File: src/rtl/alu_arbiter.sv
// Round-robin arbiter: two requesters share one external gate-level ALU.
// Latency: result valid SETTLE cycles after accept; one command per SETTLE+2 cycles.
// Backpressure: readys stay low until the result is taken with res_valid & res_ready.
module alu_arbiter #(
    parameter int WIDTH  = 32,
    parameter int SETTLE = 4
) (
    input  logic             clk,
    input  logic             rst_n,
    input  logic             req0_valid,
    input  logic             req1_valid,
    output logic             req0_ready,
    output logic             req1_ready,
    input  logic [2:0]       req0_op,
    input  logic [2:0]       req1_op,
    input  logic [WIDTH-1:0] req0_a,
    input  logic [WIDTH-1:0] req0_b,
    input  logic [WIDTH-1:0] req1_a,
    input  logic [WIDTH-1:0] req1_b,
    output logic [2:0]       alu_op,
    output logic [WIDTH-1:0] alu_a,
    output logic [WIDTH-1:0] alu_b,
    input  logic [WIDTH-1:0] alu_result,
    input  logic             alu_carryout,
    input  logic             alu_overflow,
    input  logic             alu_zero,
    output logic             res_valid,
    input  logic             res_ready,
    output logic [WIDTH-1:0] res_data,
    output logic             res_carryout,
    output logic             res_overflow,
    output logic             res_zero,
    output logic             res_id,
    output logic             busy
);

    typedef enum logic [1:0] {ST_IDLE, ST_SETTLE, ST_DONE} state_t;

    localparam logic [2:0] OP_ADD   = 3'd0;
    localparam logic [2:0] OP_SUB   = 3'd1;
    localparam logic [3:0] CNT_INIT = 4'(SETTLE - 1);

    state_t           state_q, state_d;
    logic [3:0]       cnt_q, cnt_d;
    logic             last_q, last_d;
    logic [2:0]       alu_op_q, alu_op_d;
    logic [WIDTH-1:0] alu_a_q, alu_a_d;
    logic [WIDTH-1:0] alu_b_q, alu_b_d;
    logic             res_valid_q, res_valid_d;
    logic [WIDTH-1:0] res_data_q, res_data_d;
    logic             res_carry_q, res_carry_d;
    logic             res_ovf_q, res_ovf_d;
    logic             res_zero_q, res_zero_d;
    logic             res_id_q, res_id_d;

    logic gnt0, gnt1, flag_en;

    // last_q holds the id served most recently; a tie goes to the other one.
    always_comb begin
        gnt0 = rst_n && (state_q == ST_IDLE) && req0_valid && (!req1_valid || last_q);
        gnt1 = rst_n && (state_q == ST_IDLE) && req1_valid && (!req0_valid || !last_q);
    end

    always_comb begin
        state_d     = state_q;
        cnt_d       = cnt_q;
        last_d      = last_q;
        alu_op_d    = alu_op_q;
        alu_a_d     = alu_a_q;
        alu_b_d     = alu_b_q;
        res_valid_d = res_valid_q;
        res_data_d  = res_data_q;
        res_carry_d = res_carry_q;
        res_ovf_d   = res_ovf_q;
        res_zero_d  = res_zero_q;
        res_id_d    = res_id_q;
        flag_en     = (alu_op_q == OP_ADD) || (alu_op_q == OP_SUB);
        case (state_q)
            ST_IDLE: begin
                if (gnt0 || gnt1) begin
                    alu_op_d = gnt1 ? req1_op : req0_op;
                    alu_a_d  = gnt1 ? req1_a  : req0_a;
                    alu_b_d  = gnt1 ? req1_b  : req0_b;
                    cnt_d    = CNT_INIT;
                    last_d   = gnt1;
                    res_id_d = gnt1;
                    state_d  = ST_SETTLE;
                end
            end
            ST_SETTLE: begin
                if (cnt_q != 4'd0) begin
                    cnt_d = cnt_q - 4'd1;
                end else begin
                    res_data_d  = alu_result;
                    res_zero_d  = alu_zero;
                    res_carry_d = flag_en && alu_carryout;
                    res_ovf_d   = flag_en && alu_overflow;
                    res_valid_d = 1'b1;
                    state_d     = ST_DONE;
                end
            end
            ST_DONE: begin
                if (res_ready) begin
                    res_valid_d = 1'b0;
                    state_d     = ST_IDLE;
                end
            end
            default: state_d = ST_IDLE;
        endcase
    end

    always_ff @(posedge clk or negedge rst_n) begin
        if (!rst_n) begin
            state_q     <= ST_IDLE;
            cnt_q       <= 4'd0;
            last_q      <= 1'b1;
            alu_op_q    <= 3'd0;
            alu_a_q     <= '0;
            alu_b_q     <= '0;
            res_valid_q <= 1'b0;
            res_data_q  <= '0;
            res_carry_q <= 1'b0;
            res_ovf_q   <= 1'b0;
            res_zero_q  <= 1'b0;
            res_id_q    <= 1'b0;
        end else begin
            state_q     <= state_d;
            cnt_q       <= cnt_d;
            last_q      <= last_d;
            alu_op_q    <= alu_op_d;
            alu_a_q     <= alu_a_d;
            alu_b_q     <= alu_b_d;
            res_valid_q <= res_valid_d;
            res_data_q  <= res_data_d;
            res_carry_q <= res_carry_d;
            res_ovf_q   <= res_ovf_d;
            res_zero_q  <= res_zero_d;
            res_id_q    <= res_id_d;
        end
    end

    assign req0_ready   = gnt0;
    assign req1_ready   = gnt1;
    assign alu_op       = alu_op_q;
    assign alu_a        = alu_a_q;
    assign alu_b        = alu_b_q;
    assign res_valid    = res_valid_q;
    assign res_data     = res_data_q;
    assign res_carryout = res_carry_q;
    assign res_overflow = res_ovf_q;
    assign res_zero     = res_zero_q;
    assign res_id       = res_id_q;
    assign busy         = (state_q != ST_IDLE);

endmodule

File: config.mk
export PLATFORM = sky130hd
export DESIGN_NAME = alu_arbiter
export DESIGN_NICKNAME = d
export VERILOG_FILES = /design/src/rtl/alu_arbiter.sv
export SDC_FILE = /design/constraint.sdc
export NUM_CORES = 1
export LEC_CHECK = 0
export ABC_AREA = 0
export CORE_MARGIN = 3
export CORE_UTILIZATION = 43
export DETAILED_ROUTE_END_ITERATION = 12
export PLACE_DENSITY = 0.83
export SYNTH_ARGS = -nofsm -noshare
export SYNTH_HDL_FRONTEND = slang
export SYNTH_SLANG_ARGS = --single-unit
File: constraint.sdc
create_clock -name clk -period 3.6 [get_ports clk]
set_input_delay 0.36 -clock clk [delete_from_list [all_inputs] [get_ports clk]]
set_output_delay 0.36 -clock clk [all_outputs]
set_load 0.02 [all_outputs]
==> impl_summary.log, run 1 <==
[metrics] most instantiated library cell after synthesis: dfrtp_1
[metrics] fraction of the mapped netlist area in compound gates: between 20% and 30%
[metrics] peak fanout along the critical path: 20
[metrics] sequential cell area fraction in the yosys report: 51.81%
[metrics] Skew-Pair Late Insertion Delay: 350 ps
[metrics] share of the cycle needed by the critical path after routing: 82.78%
[metrics] xor-xnor portion of the synthesized cell area: 0%
[metrics] setup repair after global routing missed its margin: no
[metrics] number of maximum-capacitance violations: 0
[metrics] number of I/O port buffers: 280
[metrics] top achievable clock speed: between 300 and 400 MHz
[metrics] total CTS buffers: 9
[metrics] effective utilization at floorplan: between 40% and 50%
[metrics] vertical die dimension: ~120 um
[metrics] via density per instance: 5.682
[metrics] synthesized area: ~5400 um^2
[metrics] aggregate global routing overflow: 0
[metrics] number of flip-flops and latches in the synthesized netlist: approximately 110
[metrics] cell area power density: roughly 840 nW/um^2
[metrics] dominant combinational cell family by area after synthesis: compound AO/OA/AOI/OAI gates
[metrics] library cell occupying the most area in the post-synthesis netlist: dfrtp_1
[metrics] number of cells upsized or downsized after cts: 0
[metrics] root buffer cell: clkbuf_16
[metrics] count of warnings emitted by yosys: 0
[metrics] leading register cell type out of synthesis: dfrtp_1
[metrics] simple logic cell fraction of the synthesized area: a little under a tenth
[metrics] CTS clock-pin slew for the worst setup and hold paths: 70 ps
[metrics] Worst setup EP type: output pin
[metrics] arrival time of the worst setup path: 2620 ps
[metrics] mean post-synth cell area: approximately 10 um^2
[metrics] die area: 13,850 um^2
[metrics] result of the run: complete, no violations
[metrics] IR Drop Worst-Case VDD: ~380 uV
[metrics] Synth async-reset ratio: 100.0%
[metrics] Total Nets Final: ~940
[metrics] sum of routed wire length over all layers: ~19,000 um
[metrics] cells taking the most area after synthesis: dfrtp_1, mux2_4, a31oi_1, a21oi_1, nand3_1
[metrics] shortest clock period the worst path allows after layout: 2980 ps
[metrics] fin util: ~70%
[metrics] CP Data Required Time: ~3200 ps
[metrics] kind of critical path: primary input to output pin
[metrics] first-pass GRT wire length: between 20,000 and 30,000 um
[metrics] arithmetic-cell share of the synthesized area counting full adders, half adders and majority gates: less than 1%
[metrics] buffer depth of the longest clock path: 2
[metrics] post-synth top area share: between 50% and 60%
[metrics] total number of vias: about 5,300
[metrics] EDFF count, synth: 0
[metrics] drt pass-1 iters: 5
[metrics] Clk network pwr share: between 10% and 20%
[metrics] remaining number of nets flagged by the antenna check after routing: 0
[metrics] chip width: between 100 and 150 um
[metrics] mux cell area share after synthesis: 9.564%
[metrics] leading cell types by count after synthesis: dfrtp_1, a21oi_1, nand3_1, a31oi_1, o21ai_0
[metrics] final RePlAce weighted congestion: a little over 0.8
[metrics] Top Family by Delay on Critical Path: buffers and inverters
[metrics] sum of buffers and inverters on the critical path: 3
[metrics] internal cell power: between 4 and 5 mW
[metrics] number of I/O pins: roughly 280
[metrics] TritonCTS clock tree: yes
[metrics] vias in the first global route: 5,308
[metrics] Antenna Cells: 0
[metrics] overall track demand over capacity in global routing: 26.13%
[metrics] worst min-delay path category: flip-flop to flip-flop
[metrics] unique cell type count in the Yosys netlist: 38
[metrics] Syn Inst Count: 515
[metrics] Sw Ratio: between 30% and 40%
[metrics] final hold viol count: 0
[metrics] Psw: 2.811 mW
[metrics] worst setup skew after layout: approximately 7.3 ps
[metrics] post-detailed-route wirelength per cell: a little under 20 um
[metrics] critical path's slowest cell: clkdlybuf4s50_1
[metrics] final HPWL from detailed placement: ~13,000 um
[metrics] Sum Neg Setup Slack: 0 ps
[metrics] Area Overhead vs Synth: 57.34%
[metrics] Final Max Slew Viols: 0
[metrics] total nets after synthesis: 690
[metrics] initial detailed-routing violation count: approximately 530
[metrics] Static Leak: around 3.3 nW
[metrics] biggest cell delay along the critical path: around 660 ps
[metrics] worst slew margin relative to its limit: between 30% and 40%
[metrics] hold slack final: 502.1 ps
[metrics] part of the total power dissipated in sequential elements: a little under a third
[metrics] fraction of layout instances using a drive strength above 1: approximately a tenth
[metrics] filler instances: 902
[metrics] clk sink count: 111
[metrics] H-tree levels: 3
[metrics] antenna violations before repair: 0
[metrics] total of endpoints with negative setup slack in the final report: 0
[metrics] part of the power in combinational logic: ~54%
[metrics] placeable core area: 12,110 um^2
[metrics] cell-by-cell listing of the critical path: dlygate4sd3_1 > buf_4 > or3b_2 > nor2_1 > clkdlybuf4s50_1
[metrics] DRC Markers: 0
[metrics] Total Power: approximately 7 mW
[metrics] startpoint types: primary input
[metrics] Worst Max-Slew Pin Slew: approximately 1000 ps
[metrics] largest net degree at the start of global routing: between 80 and 90
[metrics] number of core rows: 40
-- layer usage --
| metal | track usage [%] | share of wire [%] | vias to the layer above |
|---|---|---|---|
| met4 | 9.670 | 2.8 | 0 |
| met2 | 43.73 | 49 | 296 |
| met3 | 7.016 | 8.8 | 36 |
| met5 | 0 | 0 | - |
| met1 | 32.54 | 40 | 2571 |
| li1 | - | - | 2398 |
-- flip-flops by register name (all words and copies together) (netlist names) --
name,flops
alu_a,32
alu_b,32
res_data,32
cnt_q,4
alu_op,3
state_q,2
last_q,1
res_carryout,1
res_id,1
res_overflow,1
res_valid,1
res_zero,1
-- path summary, 6_finish.rpt --
| check | start | endpoint | slack, ps | depth (start not counted) |
|---|---|---|---|---|
| max in group asynchronous | rst_n | alu_a[15] | 1580 | 4 |
| max reg2reg | state_q[0] | alu_a[6] | 1190 | 5 |
| min | res_id | res_id | 500 | 1 |
| max | rst_n | req1_ready | 620 | 5 |
| min reg2reg | res_id | res_id | 500 | 1 |
| min in group asynchronous | rst_n | cnt_q[0] | 510 | 2 |
-- per-stage QoR --
step                setup WS, ps  std cells  instance area, um^2
detailed placement          1031        916                 8138
floorplan                   1816        515                 5364
global placement            1122        916                 8138
finish                     620.0        933                 8439
global route               502.2        933                 8439
CTS                        612.1        933                 8439
-- cell type report --
type                    count  area, um^2  share of cell area (%)
inverters                   5       18.77                  0.2224
clock inverters             4       45.04                  0.5337
clock buffers              12       246.5                   2.921
flip-flops and latches    111        2779                   32.93
repair buffers            291        2898                   34.34
multi-input cells         342        2242                   26.57
well taps                 168       210.2                   2.491
-- power by group through the flow --
stage | Combinational (mW) | Sequential (mW) | Clock (mW)
6_report | 3.85 | 2.26 | 0.996
4_1_cts | 3.87 | 2.26 | 1.01
2_1_floorplan | 1.43 | 2.93 | 0
3_5_place_dp | 3.86 | 2.28 | 0
3_3_place_gp | 3.76 | 2.23 | 0
5_1_grt | 4.08 | 2.34 | 1.06
-- layout by cell type (no fill, tap or decap), types with 2 or more instances in the layout --
master / Yosys / routed
or2_2: 2 / 2
mux2_4: 29 / 29
o21ai_0: 60 / 60
mux2_2: 6 / 6
nand2b_1: 2 / 2
nor2_1: 5 / 5
inv_1: 5 / 5
clkinv_2: 0 / 3
nor3b_1: 3 / 2
nor3_1: 2 / 2
a31oi_1: 67 / 67
nand2_1: 3 / 3
dfrtp_1: 110 / 110
clkdlybuf4s50_1: 0 / 279
a21o_1: 2 / 2
a21oi_1: 68 / 68
buf_4: 1 / 10
clkbuf_1: 24 / 2
o21ai_1: 9 / 9
nand3_1: 68 / 68
clkbuf_16: 0 / 9
-- repair_timing --
action / in CTS / in global routing
setup buffers: 0 / 0
hold buffers: 1 / 0
hold endpoints to repair: 16 / 0
-- logic make-up after synthesis --
kind of cell	after synthesis
multiplexers	36
flip-flops	111
AO/OA/AOI/OAI	214
buffers and inverters	62
adder cells (fa/ha/maj)	1
AND/OR/NAND/NOR	91
Note: power is estimated with default switching activity, not from simulation.
==> inputs of run 2 (changes only) <==
--- a/config.mk
+++ b/config.mk
@@ -7,9 +7,9 @@
 export LEC_CHECK = 0
 export ABC_AREA = 0
 export CORE_MARGIN = 3
-export CORE_UTILIZATION = 43
+export CORE_UTILIZATION = 40
 export DETAILED_ROUTE_END_ITERATION = 12
-export PLACE_DENSITY = 0.83
+export PLACE_DENSITY = 0.78
 export SYNTH_ARGS = -nofsm -noshare
 export SYNTH_HDL_FRONTEND = slang
 export SYNTH_SLANG_ARGS = --single-unit
==> constraint.sdc (replaced) <==
create_clock -name clk -period 2.84 [get_ports clk]
set_input_delay 0.284 -clock clk [delete_from_list [all_inputs] [get_ports clk]]
set_output_delay 0.284 -clock clk [all_outputs]
set_load 0.02 [all_outputs]
==> run 2 against run 1 <==
Effect of this change: wire length increased by 0.12%; core utilization decreased by 3.4 points; critical path depth unchanged; non-clock buffer count decreased by 1; setup slack got worse by 440 ps; sequential power increased by 27%; register-to-register slack got worse by 580 ps; sequential share of layout area decreased by 0.38 points; clock-buffer cell count decreased by 1; clock skew about the same; first-iteration DRC count decreased by 15%; die area increased by 7.1%.
==> impl_summary.log, run 2 (synthesized netlist as in run 1, its figures left out) <==
[metrics] launching element of the worst setup path: rst_n (unchanged)
[metrics] kind of critical path: primary input to output pin (unchanged)
[metrics] CTS clock-pin slew for the worst setup and hold paths: 70 ps (about the same)
[metrics] startpoint of the worst register-to-register path: state_q[1] (was state_q[0])
[metrics] antenna violations before repair: 0 (unchanged)
[metrics] Worst Max-Slew Pin Slew: 764.1 ps (was 1010 ps)
[metrics] startpoint types: primary input (unchanged)
[metrics] result of the run: complete, no violations (unchanged)
[metrics] worst min-delay path category: primary input to asynchronous set/reset pin (was flip-flop to flip-flop)
[metrics] cell-by-cell listing of the critical path: dlygate4sd3_1 > buf_4 > or3b_2 > nor2_1 > clkdlybuf4s50_1 (unchanged)
[metrics] Total Nets Final: 934 (was 935)
[metrics] Static Leak: 3.355 nW (was 3.321 nW)
[metrics] placeable core area: 12,880 um^2 (was 12,110 um^2)
[metrics] fraction of layout instances using a drive strength above 1: 9.686% (was 9.542%)
[metrics] critical path's slowest cell: clkdlybuf4s50_1 (unchanged)
[metrics] clk sink count: 111 (unchanged)
[metrics] H-tree levels: 3 (unchanged)
[metrics] TritonCTS clock tree: yes (unchanged)
[metrics] largest net degree at the start of global routing: 135 (was 83)
[metrics] number of maximum-capacitance violations: 0 (unchanged)
[metrics] initial detailed-routing violation count: 453 (was 531)
[metrics] worst reg-to-reg setup slack: 610 ps (was 1190 ps)
[metrics] CP Data Required Time: 2560 ps (was 3240 ps)
[metrics] count of hold-fix buffers inserted at cts: 1 (unchanged)
[metrics] post-detailed-route wirelength per cell: 19.79 um (was 19.83 um)
[metrics] post-CTS repair timing setup buffer count: 0 (unchanged)
[metrics] Skew-Pair Late Insertion Delay: 340 ps (was 350 ps)
[metrics] aggregate global routing overflow: 0 (unchanged)
[metrics] Sum Neg Setup Slack: 0 ps (unchanged)
[metrics] chip width: 121.8 um (was 117.7 um)
[metrics] Top Family by Delay on Critical Path: buffers and inverters (unchanged)
[metrics] vertical die dimension: 121.8 um (was 117.7 um)
[metrics] worst slew margin relative to its limit: 49.06% (was 32.48%)
[metrics] drt pass-1 iters: 5 (unchanged)
[metrics] number of I/O port buffers: 280 (unchanged)
[metrics] final HPWL from detailed placement: 12,840 um (was 12,910 um)
[metrics] vias in the first global route: 5,300 (was 5,308)
[metrics] final RePlAce weighted congestion: 0.8306 (was 0.8158)
[metrics] count of cells along the worst register-to-register path: 5 (unchanged)
[metrics] root buffer cell: clkbuf_16 (unchanged)
[metrics] Total Power: 9.319 mW (was 7.112 mW)
[metrics] total CTS buffers: 9 (unchanged)
[metrics] remaining number of nets flagged by the antenna check after routing: 0 (unchanged)
[metrics] most common cell after layout, fill and taps aside: clkdlybuf4s50_1 (unchanged)
[metrics] Final Max Slew Viols: 0 (unchanged)
[metrics] top achievable clock speed: ~380 MHz
[metrics] Worst setup EP type: output pin (unchanged)
[metrics] shortest clock period the worst path allows after layout: 2656 ps
[metrics] biggest cell delay along the critical path: 660 ps (about the same)
[metrics] total of endpoints with negative setup slack in the final report: 0 (unchanged)
[metrics] R2R Path End: alu_a[5] (was alu_a[6])
[metrics] overall track demand over capacity in global routing: 24.41% (was 26.13%)
[metrics] fin util: 66.31% (was 69.68%)
[metrics] setup repair after global routing missed its margin: no (unchanged)
[metrics] DRC Markers: 0 (unchanged)
[metrics] buffer depth of the longest clock path: 2 (unchanged)
[metrics] sum of routed wire length over all layers: 18,530 um (was 18,510 um)
[metrics] top library cells by usage in the layout, fill and taps aside: clkdlybuf4s50_1, dfrtp_1, nand3_1, a21oi_1, a31oi_1 (unchanged)
[metrics] arrival time of the worst setup path: 2370 ps (was 2620 ps)
[metrics] share of the cycle needed by the critical path after routing: 93.51%
[metrics] effective utilization at floorplan: 41.66% (was 44.29%)
[metrics] sum of buffers and inverters on the critical path: 3 (unchanged)
[metrics] number of instances in the placed design: 919 (was 916)
[metrics] worst setup skew after layout: 7.481 ps (was 7.279 ps)
[metrics] first-pass GRT wire length: 28,630 um (was 29,170 um)
[metrics] IR Drop Worst-Case VDD: 486.4 uV (was 383.9 uV)
[metrics] via density per instance: 5.626 (was 5.682)
[metrics] final instance count without filler cells: 936 (was 933)
[metrics] Area Overhead vs Synth: 59.18% (was 57.34%)
[metrics] Antenna Cells: 0 (unchanged)
[metrics] number of cells upsized or downsized after cts: 0 (unchanged)
[metrics] number of I/O pins: 281 (unchanged)
[metrics] final hold viol count: 0 (unchanged)
[metrics] die area: 14,840 um^2 (was 13,850 um^2)
[metrics] number of core rows: 41 (was 40)
[metrics] cell area power density: 1091 nW/um^2 (was 842.7 nW/um^2)
[metrics] peak fanout along the critical path: 10 (was 20)
[metrics] total number of vias: 5,266 (was 5,301)
[run 2: how the worst max path moves through the flow]
stage / depth (start not counted) / slack, ps / to
floorplan: 7 / 1110 / res_data[10]
global placement: 5 / 600 / alu_a[15]
detailed placement: 5 / 500 / alu_b[4]
CTS: 5 / 150 / req1_ready
global route: 5 / 80 / req1_ready
finish: 5 / 180 / req1_ready
[run 2: area by class of cell]
type,count,area (um^2)
Clock buffer,11,252.7
Tap cell,172,215.2
Fill cell,969,4338
Timing Repair Buffer,290,2903
Sequential cell,111,2779
Multi-Input combinational cell,342,2242
Clock inverter,5,127.6
Inverter,5,18.77
[run 2: power breakdown]
part	leakage (nW)	switching (mW)	total, mW	internal (mW)
combinational	1.92	2.49	4.87	2.38
sequential	1.25	0.499	2.87	2.37
clock	0.182	0.575	1.57	1.00
[run 2: per-stage QoR]
step | hold WS, ps | instance area [um^2] | worst slack [ps]
floorplan | -11.59 | 5364 | 1114
global placement | 111.8 | 8148 | 598.5
detailed placement | 112.1 | 8148 | 503.8
CTS | 315.1 | 8538 | 147.8
global route | 305.5 | 8538 | 76.13
finish | 312.0 | 8538 | 184.4
[run 2: routing by layer]
layer	routed length, um	part of all wire, %	GRT usage [%]	vias to the layer above
met1	7403	40	31.50	2550
li1	-	-	-	2389
met3	1871	10	6.917	23
met5	0	0	0	-
met2	8900	48	39.78	304
met4	352	1.9	8.053	0
==> inputs of run 3 (changes only) <==
==> constraint.sdc (replaced) <==
create_clock -name clk -period 2.5 [get_ports clk]
set_input_delay 0.25 -clock clk [delete_from_list [all_inputs] [get_ports clk]]
set_output_delay 0.25 -clock clk [all_outputs]
set_load 0.02 [all_outputs]
==> run 3 against run 2 <==
Effect of this change: via count is essentially flat; hold slack lost 160 ps; core utilization grew 0.32 points; highest routed layer unchanged; critical endpoint is now req0_ready.
==> impl_summary.log, run 3 (synthesized netlist as in run 1, its figures left out) <==
[metrics] most common cell after layout, fill and taps aside: clkdlybuf4s50_1 (unchanged)
[metrics] CTS clock-pin slew for the worst setup and hold paths: 70 ps (about the same)
[metrics] remaining number of nets flagged by the antenna check after routing: 0 (unchanged)
[metrics] share of the cycle needed by the critical path after routing: 91.42%
[metrics] top library cells by usage in the layout, fill and taps aside: clkdlybuf4s50_1, dfrtp_1, nand3_1, a21oi_1, a31oi_1 (unchanged)
[metrics] largest net degree at the start of global routing: 135 (unchanged)
[metrics] effective utilization at floorplan: 41.66% (unchanged)
[metrics] final hold viol count: 0 (unchanged)
[metrics] worst slew margin relative to its limit: 33.51% (was 49.06%)
[metrics] chip width: 121.8 um (unchanged)
[metrics] overall track demand over capacity in global routing: 25.58% (was 24.41%)
[metrics] number of I/O port buffers: 280 (unchanged)
[metrics] number of maximum-capacitance violations: 0 (unchanged)
[metrics] number of core rows: 41 (unchanged)
[metrics] count of cells along the worst register-to-register path: 5 (unchanged)
[metrics] number of I/O pins: 281 (unchanged)
[metrics] H-tree levels: 3 (unchanged)
[metrics] fraction of layout instances using a drive strength above 1: 9.686% (unchanged)
[metrics] Static Leak: 3.392 nW (was 3.355 nW)
[metrics] clk sink count: 111 (unchanged)
[metrics] TritonCTS clock tree: yes (unchanged)
[metrics] worst reg-to-reg setup slack: 370 ps (was 610 ps)
[metrics] top achievable clock speed: ~440 MHz
[metrics] result of the run: complete, no violations (unchanged)
[metrics] Worst Max-Slew Pin Slew: 997.4 ps (was 764.1 ps)
[metrics] critical path's slowest cell: clkdlybuf4s50_1 (unchanged)
[metrics] peak fanout along the critical path: 8 (was 10)
[metrics] via density per instance: 5.631 (was 5.626)
[metrics] most heavily used metal layer in global routing: met2 (unchanged)
[metrics] CP Data Required Time: 2250 ps (was 2560 ps)
[metrics] post-detailed-route wirelength per cell: 20.31 um (was 19.79 um)
[metrics] Sum Neg Setup Slack: 0 ps (unchanged)
[metrics] Worst setup EP type: output pin (unchanged)
[metrics] aggregate global routing overflow: 0 (unchanged)
[metrics] Final Max Slew Viols: 0 (unchanged)
[metrics] final HPWL from detailed placement: 13,020 um (was 12,840 um)
[metrics] fin util: 66.63% (was 66.31%)
[metrics] antenna violations before repair: 0 (unchanged)
[metrics] initial detailed-routing violation count: 411 (was 453)
[metrics] Skew-Pair Late Insertion Delay: 350 ps (was 340 ps)
[metrics] DRC Markers: 0 (unchanged)
[metrics] startpoint of the worst register-to-register path: cnt_q[0] (was state_q[1])
[metrics] cell area power density: 1245 nW/um^2 (was 1091 nW/um^2)
[metrics] root buffer cell: clkbuf_16 (unchanged)
[metrics] Total Nets Final: 934 (unchanged)
[metrics] worst setup skew after layout: 4.243 ps (was 7.481 ps)
[metrics] kind of critical path: flip-flop to output pin (was primary input to output pin)
[metrics] setup repair after global routing missed its margin: no (unchanged)
[metrics] startpoint types: flip-flop (was primary input)
[metrics] GR Layer Usage met1: 31.72% (was 31.50%)
[metrics] worst min-delay path category: primary input to asynchronous set/reset pin (unchanged)
[metrics] total of endpoints with negative setup slack in the final report: 0 (unchanged)
[metrics] final RePlAce weighted congestion: 0.8198 (was 0.8306)
[metrics] global-route track usage on met3: 8.124% (was 6.917%)
[metrics] total number of vias: 5,271 (was 5,266)
[metrics] total CTS buffers: 9 (unchanged)
[metrics] sum of routed wire length over all layers: 19,010 um (was 18,530 um)
[metrics] drt pass-1 iters: 4 (was 5)
[metrics] post-CTS repair timing setup buffer count: 0 (unchanged)
[metrics] shortest clock period the worst path allows after layout: between 2000 and 2500 ps
[metrics] arrival time of the worst setup path: 2040 ps (was 2370 ps)
[metrics] Antenna Cells: 0 (unchanged)
[metrics] IR Drop Worst-Case VDD: 714.5 uV (was 486.4 uV)
[metrics] Area Overhead vs Synth: 59.95% (was 59.18%)
[metrics] first-pass GRT wire length: 29,730 um (was 28,630 um)
[metrics] placeable core area: 12,880 um^2 (unchanged)
[metrics] vertical die dimension: 121.8 um (unchanged)
[metrics] met2 capacity usage during global routing: 42.44% (was 39.78%)
[metrics] biggest cell delay along the critical path: 610 ps (was 660 ps)
[metrics] cell-by-cell listing of the critical path: nor3b_2 > nand3_1 > inv_1 > clkdlybuf4s50_1 (was dlygate4sd3_1 > buf_4 > or3b_2 > nor2_1 > clkdlybuf4s50_1)
[metrics] R2R Path End: res_data[9] (was alu_a[5])
[metrics] buffer depth of the longest clock path: 2 (unchanged)
[metrics] vias in the first global route: 5,396 (was 5,300)
[metrics] die area: 14,840 um^2 (unchanged)
run 3: per-stage QoR:
step                hold WS, ps  setup WS (ps)  cells  area (um^2)  total power [mW]
floorplan                -45.59          774.4    515         5364             6.278
global placement          348.2          428.3    919         8173             8.706
detailed placement        351.4          357.5    919         8173             8.845
CTS                       210.7          65.60    936         8577             10.75
global route              240.3          74.91    936         8579             11.26
finish                    151.8          214.5    936         8579             10.68
run 3: worst max-delay path by stage:
stage,start,end,slack [ps],depth (start not counted)
finish,state_q[0],req0_ready,210,4
global route,state_q[1],req0_ready,70,4
CTS,state_q[0],req1_ready,70,3
detailed placement,req0_valid,alu_a[30],360,5
floorplan,cnt_q[0],res_data[10],770,7
global placement,req1_valid,req1_ready,430,4
run 3: critical path: cells and delay by family (launching register included):
family / cells / cell delay, ps
flops: 1 / 460
simple gates: 2 / 530
buf+inv: 2 / 700
run 3: repair_timing:
action | in CTS | in global routing
endpoints found under the hold margin | 35 | 0
resized for setup | 0 | 1
endpoints found under the setup margin | 0 | 1
hold buffers | 1 | 0
run 3: cell type report:
class | count | area, um^2
clock inverter | 6 | 155.1
clock buffer | 10 | 239.0
multi-input combinational | 342 | 2242
tap | 172 | 215.2
sequential | 111 | 2779
timing repair buffer | 290 | 2930
inverter | 5 | 18.77
fill | 994 | 4297
run 3: where the power goes:
group | switching [mW] | internal, mW | total (mW)
combinational | 2.82 | 2.72 | 5.54
sequential | 0.576 | 2.69 | 3.27
clock | 0.665 | 1.21 | 1.87
total | 4.06 | 6.62 | 10.7
run 3: layer usage:
| metal | up-vias | routed length [um] |
|---|---|---|
| li1 | 2394 | - |
| met1 | 2596 | 7497 |
| met2 | 253 | 9343 |
| met3 | 28 | 1751 |
| met4 | 0 | 419 |
| met5 | - | 0 |
